<file path="config.mk">
export PLATFORM = sky130hd
export DESIGN_NAME = qam64_frame_sequencer
export DESIGN_NICKNAME = d
export VERILOG_FILES = /design/src/rtl/qam64_pkg.sv /design/src/rtl/qam64_symbol_mapper.sv /design/src/rtl/qam64_frame_sequencer.sv
export SDC_FILE = /design/constraint.sdc
export NUM_CORES = 1
export LEC_CHECK = 0
export ABC_AREA = 0
export CORE_AREA = 2 2 86 88
export CTS_BUF_LIST = sky130_fd_sc_hd__clkbuf_8
export DETAILED_ROUTE_END_ITERATION = 8
export DIE_AREA = 0 0 88 90
export PLACE_DENSITY_LB_ADDON = 0.05
export SYNTH_ARGS = -nofsm -noshare
export SYNTH_HDL_FRONTEND = slang
export SYNTH_SLANG_ARGS = --single-unit
</file>
<file path="constraint.sdc">
create_clock -name sym_clk -period 2.15 [get_ports sym_clk]
set_input_delay 0.215 -clock sym_clk [delete_from_list [all_inputs] [get_ports sym_clk]]
set_output_delay 0.215 -clock sym_clk [all_outputs]
set_load 0.05 [all_outputs]
</file>
<file path="src/rtl/qam64_pkg.sv">
// rtl/qam64_pkg.sv - shared types, register map and symbol mapping for the 64-QAM frame sequencer
package qam64_pkg;

    typedef enum logic [1:0] {
        IDLE,
        HDR,
        FILL
    } state_t;

    localparam logic [9:0] ADDR_CTRL    = 10'd512;
    localparam logic [9:0] ADDR_SCRATCH = 10'd513;
    localparam logic [9:0] ADDR_FCNT    = 10'd514;

    localparam int CTRL_MAP_EN_BIT = 0;
    localparam int CTRL_BUSY_BIT   = 1;

    localparam logic [5:0] HDR0_DEFAULT = 6'b101100;
    localparam logic [5:0] HDR1_DEFAULT = 6'b111000;

    // Code k sits at amplitude 7-2k; the 4-bit wrap yields the two's complement directly.
    function automatic logic [3:0] map_code(input logic [2:0] k);
        return 4'd7 - {k, 1'b0};
    endfunction

endpackage

</file>
<file path="src/rtl/qam64_symbol_mapper.sv">
// rtl/qam64_symbol_mapper.sv - combinational 6-bit symbol code to {I[3:0], Q[3:0]} mapper
module qam64_symbol_mapper
    import qam64_pkg::*;
(
    input  logic [5:0] code,
    output logic [7:0] iq
);

    assign iq = {map_code(code[5:3]), map_code(code[2:0])};

endmodule

</file>
<file path="src/rtl/qam64_frame_sequencer.sv">
// rtl/qam64_frame_sequencer.sv - frame header hunt, symbol store fill and SPI/memory port arbitration
// Optional QAM_FRAME_CNT_EN adds a completed-frame counter at register 514.
module qam64_frame_sequencer
    import qam64_pkg::*;
#(
    parameter logic [5:0] HDR0        = HDR0_DEFAULT,
    parameter logic [5:0] HDR1        = HDR1_DEFAULT,
    parameter int         PAYLOAD_LEN = 512
) (
    input  logic       sym_clk,
    input  logic       rst,
    input  logic       sym_valid,
    input  logic [5:0] sym_data,
    input  logic       spi_req,
    input  logic       spi_we,
    input  logic [9:0] spi_addr,
    input  logic [7:0] spi_wdata,
    output logic       spi_ack,
    output logic [7:0] spi_rdata,
    output logic       mem_we,
    output logic [8:0] mem_addr,
    output logic [7:0] mem_wdata,
    input  logic [7:0] mem_rdata,
    output logic       busy,
    output logic       frame_done,
    output logic       frame_abort
);

    localparam logic [8:0] LAST_IDX = 9'(PAYLOAD_LEN - 1);

    state_t     state, state_nxt;
    logic [8:0] idx, idx_nxt;
    logic       sym_wr, done_nxt, abort_nxt;
    logic [7:0] sym_mapped;

    logic       map_en;
    logic [7:0] scratch;
    logic       pend, acc1, acc2, grant;
    logic       req_we;
    logic [9:0] req_addr;
    logic [7:0] req_wdata;
    logic [7:0] rd_val;

`ifdef QAM_FRAME_CNT_EN
    logic [7:0] fcnt;
`endif

    qam64_symbol_mapper u_mapper (
        .code (sym_data),
        .iq   (sym_mapped)
    );

    assign busy = (state == FILL);

    always_ff @(posedge sym_clk or posedge rst) begin
        if (rst) begin
            state <= IDLE;
            idx   <= 9'd0;
        end else begin
            state <= state_nxt;
            idx   <= idx_nxt;
        end
    end

    always_comb begin
        state_nxt = state;
        idx_nxt   = idx;
        sym_wr    = 1'b0;
        done_nxt  = 1'b0;
        abort_nxt = 1'b0;
        if (!map_en) begin
            state_nxt = IDLE;
            abort_nxt = (state == FILL);
        end else if (sym_valid) begin
            case (state)
                IDLE: if (sym_data == HDR0) state_nxt = HDR;
                HDR: begin
                    if (sym_data == HDR1) begin
                        state_nxt = FILL;
                        idx_nxt   = 9'd0;
                    end else if (sym_data != HDR0) begin
                        state_nxt = IDLE;
                    end
                end
                FILL: begin
                    sym_wr  = 1'b1;
                    idx_nxt = idx + 9'd1;
                    if (idx == LAST_IDX) begin
                        state_nxt = IDLE;
                        done_nxt  = 1'b1;
                    end
                end
                default: state_nxt = IDLE;
            endcase
        end
    end

    // One request in flight at a time: grant only when no symbol owns the port this cycle.
    assign grant = pend && !acc1 && !acc2 && !sym_wr;

    always_comb begin
        rd_val = 8'h00;
        if (!req_addr[9]) begin
            rd_val = mem_rdata;
        end else if (req_addr == ADDR_CTRL) begin
            rd_val[CTRL_MAP_EN_BIT] = map_en;
            rd_val[CTRL_BUSY_BIT]   = busy;
        end else if (req_addr == ADDR_SCRATCH) begin
            rd_val = scratch;
`ifdef QAM_FRAME_CNT_EN
        end else if (req_addr == ADDR_FCNT) begin
            rd_val = fcnt;
`endif
        end
    end

    always_ff @(posedge sym_clk or posedge rst) begin
        if (rst) begin
            spi_ack     <= 1'b0;
            spi_rdata   <= 8'h00;
            mem_we      <= 1'b0;
            mem_addr    <= 9'd0;
            mem_wdata   <= 8'h00;
            frame_done  <= 1'b0;
            frame_abort <= 1'b0;
            map_en      <= 1'b0;
            scratch     <= 8'h00;
            pend        <= 1'b0;
            acc1        <= 1'b0;
            acc2        <= 1'b0;
            req_we      <= 1'b0;
            req_addr    <= 10'd0;
            req_wdata   <= 8'h00;
        end else begin
            mem_we      <= 1'b0;
            spi_ack     <= 1'b0;
            frame_done  <= done_nxt;
            frame_abort <= abort_nxt;
            acc1        <= grant;
            acc2        <= acc1;
            if (spi_req && !pend && !acc1 && !acc2) begin
                pend      <= 1'b1;
                req_we    <= spi_we;
                req_addr  <= spi_addr;
                req_wdata <= spi_wdata;
            end
            if (grant) pend <= 1'b0;
            if (sym_wr) begin
                mem_we    <= 1'b1;
                mem_addr  <= idx;
                mem_wdata <= sym_mapped;
            end else if (grant && !req_addr[9]) begin
                mem_we    <= req_we && !busy;
                mem_addr  <= req_addr[8:0];
                mem_wdata <= req_wdata;
            end
            if (acc2) begin
                spi_ack   <= 1'b1;
                spi_rdata <= rd_val;
                if (req_we && req_addr == ADDR_CTRL) map_en <= req_wdata[CTRL_MAP_EN_BIT];
                if (req_we && req_addr == ADDR_SCRATCH) scratch <= req_wdata;
            end
        end
    end

`ifdef QAM_FRAME_CNT_EN
    always_ff @(posedge sym_clk or posedge rst) begin
        if (rst) fcnt <= 8'd0;
        else if (acc2 && req_we && req_addr == ADDR_FCNT) fcnt <= 8'd0;
        else if (frame_done) fcnt <= fcnt + 8'd1;
    end
`endif

endmodule

</file>
* After elaboration in Yosys (flattened, before gate mapping) *
Cells that the tools add are included.

storage, ports and cells
  register bits = 71
  bits of input ports = 37
  output and inout port bits = 30
  logic and storage cells = 87

cells by class
  $add $sub $neg = 3
  eq/ne operators = 13
  multiplexer cells = 30
  reductions and logical operators = 24

operator list
  cell                                                   number
  two-way mux 8 bit                                      4
  two-way mux 9 bit                                      3
  equality test 10 bit, second input constant            2
  one-hot mux 9 bit (2 select lines)                     1
  two-way mux 2 bit                                      7
  two-way mux 1 bit                                      13
  equality test 6 bit, second input constant             2
  logical AND 1 bit                                      10
  adder 9 x 1 -> 9 bit, second input constant            1
  equality test 9 bit, second input constant             1
  AND reduction 4 bit                                    2
  subtractor 3 x 4 -> 4 bit, first input constant        2
  zero test 1 bit                                        6
  two-way mux 6 bit                                      1
  inequality test 6 bit, second input constant           1
  one-hot mux 2 bit (3 select lines)                     1
  nonzero test 2 bit                                     3
  inequality test 2 bit, second input constant           2
  inequality test 4 bit, second input constant           1
  AND reduction 2 bit                                    2
  inequality test 3 x 2 -> 1 bit, second input constant  1
  inequality test 3 bit, second input constant           1
  equality test 2 x 1 -> 1 bit, second input constant    1
  equality test 2 bit, second input constant             1
  zero test 2 bit                                        1

* Depth between registers and ports, before layout *
  depth after elaboration = 9
  gate-level depth with buffers = 7
  gate-level depth less buffers = 7

* By module *
Synthesis repeated with hierarchy kept, for this count alone.

unflattened totals
  cells, all modules = 295
  area total of the unflattened synthesis = 3264.4 sq um

by module, submodules not included
  module                 times used  cells each  area each (sq um)  sequential area each (sq um)
  qam64_frame_sequencer  1           286         3215.6             1776.7
  qam64_symbol_mapper    1           9           48.8               0.0

* Worst setup path after synthesis *
Ideal clock, no wire load.

  kind = register to register
  start point = register req_addr[4]
  end point = register scratch[0]
  setup time = 0.125 ns
  arrival = 1.707 ns
  setup slack = 0.319 ns
  stages on the path, launching flop included = 4
  period minus slack after synthesis = 1.831 ns
  path through = dfrtp_1 -> or4_4 -> nor4_4 -> mux2_2

between the ends
  cells in the longest elaborated chain, start to end = 3

ends and longest elaborated chain
  what                                  RTL line                      source
  from (decl)                           qam64_frame_sequencer.sv:40   logic [9:0] req_addr;
  from (signal assigned)                qam64_frame_sequencer.sv:144  req_addr <= spi_addr;
  equality test 10 bit                  qam64_frame_sequencer.sv:161  if (req_we && req_addr == ADDR_SCRATCH) scratch <= req_wdata;
  logical AND 1 bit                     qam64_frame_sequencer.sv:161
  AND reduction 2 bit (no source line)  --
  to (signal assigned)                  qam64_frame_sequencer.sv:161
  to (decl)                             qam64_frame_sequencer.sv:37   logic [7:0] scratch;

Every way passes these cells.
A chain may end at the register's enable or synchronous reset.

* Worst setup path after layout *
  start point = register state[0]
  end point = output busy

between the ends
  cells in the longest elaborated chain, start to end = 1

ends and longest elaborated chain
  what                    RTL line                     source
  from (decl)             qam64_frame_sequencer.sv:31  state_t state, state_nxt;
  from (signal assigned)  qam64_frame_sequencer.sv:60  state <= state_nxt;
  equality test 2 bit     qam64_frame_sequencer.sv:53  assign busy = (state == FILL);
  to (decl)               qam64_frame_sequencer.sv:24  output logic busy,

Every way passes these cells.

==> run metrics <==
Reg2Reg Setup Slack=0.22 ns; Clock Latency Late Sink=0.35 ns; Max Clk Rate=494 MHz; total gr overflow=0; setup bufs post-CTS=0; Critical-path top delay cell=clkdlybuf4s50_1; Seq pwr share=37.0%; syn_nets=304; peak fanout along the critical path=6; biggest area contributors in the synthesized netlist=dfrtp_1 57%, mux2_2 10%, mux2i_1 4.2%; port bufs=66; HPWL after DPL=4930 um; worst reg2reg path depth=4; max cap viols=0; num ports=67; CP Launch Type=flip-flop; most frequent cells in the layout=71 x dfrtp_1, 66 x clkdlybuf4s50_1, 28 x mux2_2, 22 x nand2_1; DRT Pass-1 Iters=4; P&R area growth vs syn=34.9%; Logic pwr share=43.2%; clock share of power=19.9%; Placer Congestion=0.844; Fin. Hold Viols=0; Tot GR Track Use=19.1%; first-pass GRT wire length=11500 um; total CTS buffers=9; #FFs+latches synth=71; outcome=completed; Die Footprint=0.00792 mm^2; Power Density=1430 mW/mm^2; post-layout min period=2.03 ns; CTS tree=done; unrepaired setup endpoints after global routing=no; RR Endpoint=map_en; Clock Tree Root=clkbuf_8; Seq/Total Area, Yosys=57.4%; ANT nets after route=0; worst rel slew slack=66.4%; P_int=3580 uW; Crit. End Element=output pin; Post-synth EDFFs=0; row cnt=31; final period utilization=94.2%; DRC violations left=0; Final Skew=0.00634 ns; peak supply drop=0.645 mV; Psw=2400 uW; Slew Viols, Final=0; Initial DRC Count=146; Antenna diodes=0; Yosys warnings=0; Placement Setup Slack=0.238 ns; commonest non-fill, non-tap cell in the layout=dfrtp_1; Die Width=88 um; CTS hold repair buffers=0; Worst Path Required=1.93 ns; Pwr Total=5980 uW; Avg WL per Cell=15.8 um; arrival time worst endpoint=1.81 ns; CTS clk-pin slew, worst paths=0.08 ns; Yosys cell types=39; CTS resizes=0; Avg Vias per Cell=5.05; post-synth top area share=57.4%; number of global-route vias before repair=2214; Leak=0.00183 uW; hold crit path type=input pin to asynchronous set/reset pin; post-route setup slack=0.125 ns; post-synth top area cell=dfrtp_1; clock sinks=71; # setup viols final=0; CP max stage delay=0.80 ns; FF-to-FF Start=req_addr[4]; Post-Place Cells=430; cells along the critical path=nand2b_1 -> inv_1 -> clkdlybuf4s50_1; final std cells w/o fill=446; htree depth=3; setup total negative slack=0 ns; worst slew pin tran=0.502 ns; Via Count=2253; fillers=596; Starting Density=44.1%; post-synth design cell area=0.00310 mm^2; Switching Fraction=40.2%; buffers and inverters on the worst path=2; Worst path top cell family by delay=buffers and inverters; Async SR Flop Fraction=100%; Mean Syn Cell Area=11.7 um^2; type of the worst setup path=flip-flop to output pin; top_reg_cell synth=dfrtp_1; largest net degree at the start of global routing=72; area of the core=0.00702 mm^2; Die H=90 um; initial antenna violation count=0; layout cells sized above 1=18.4%; Clock Tree Buf Depth=2; synthesized instance count=265; Net count, final=381; Routed Wire Length=7040 um
how the worst max path moves through the flow:
stage | start | slack (ns) | depth (start not counted) | to
6_report | state[0] | 0.12 | 3 | busy
5_1_grt | state[0] | 0.04 | 3 | busy
4_1_cts | state[0] | 0.12 | 3 | busy
3_5_place_dp | sym_data[5] | 0.24 | 4 | idx[6]
3_3_place_gp | req_addr[4] | 0.27 | 4 | map_en
2_1_floorplan | rst | 0.14 | 1 | acc1
worst min-delay path: cells and delay by family:
kind | cells | cell delay [ns]
buffers and inverters | 3 | 0.79
cell type report:
cell class	count	area (um^2)	share of cell area [%]
inverters	3	11.3	0.270
clock inverters	6	83.8	2.01
clock buffers	10	138	3.29
flip-flops and latches	71	1780	42.5
well taps	99	124	2.96
repair buffers	79	783	18.7
multi-input cells	178	1260	30.2
registers in the layout, summed over array words and instances, names as in the netlist, 2 cells and up:
register	cells
mem_addr	9
spi_rdata	8
mem_wdata	8
req_addr	10
state	2
idx	9
req_wdata	8
scratch	8
cells by family after synthesis:
| kind of cell | after synthesis | share of synthesized area [%] |
|---|---|---|
| AO/OA/AOI/OAI | 51 | 9.94 |
| XOR/XNOR | 2 | 0.566 |
| buffers and inverters | 16 | 2.34 |
| flip-flops | 71 | 57.4 |
| multiplexers | 41 | 14.4 |
| adder cells (fa/ha/maj) | 2 | 0.808 |
| AND/OR/NAND/NOR | 82 | 14.6 |
metal layers:
metal	vias to the layer above	wire (um)	GRT usage [%]
met1	1094	3680	29.5
met5	-	0	0
met2	57	2980	26.1
met3	6	281	4.41
li1	1096	-	-
met4	0	97	7.05
power groups by stage:
stage | logic [uW] | clock network [uW] | registers (uW)
6_report | 2580 | 1190 | 2210
4_1_cts | 2600 | 1210 | 2220
5_1_grt | 2750 | 1270 | 2280
3_5_place_dp | 2590 | 0 | 2240
2_1_floorplan | 950 | 0 | 2960
3_3_place_gp | 2570 | 0 | 2230
synth_stat cells (all sizes together) (3+ instances only):
master,number
inv,3
mux2i,13
a211oi,4
nand3,5
nor2,17
nand2,22
mux2,28
buf,5
a21o,8
nand2b,10
clkbuf,8
nor2b,6
o21ai,15
nand4b,3
dfrtp,71
and3,4
a21oi,17
metrics by stage:
| stage | hold slack [ns] | utilization, % | instance area [um^2] |
|---|---|---|---|
| global route | 0.315 | 59.5 | 4180 |
| finish | 0.254 | 59.5 | 4180 |
| global placement | 0.456 | 56.4 | 3960 |
| CTS | 0.285 | 59.5 | 4180 |
| floorplan | 0.302 | - | 3100 |
| detailed placement | 0.462 | 56.4 | 3960 |
(Power assumes the default switching activity.)
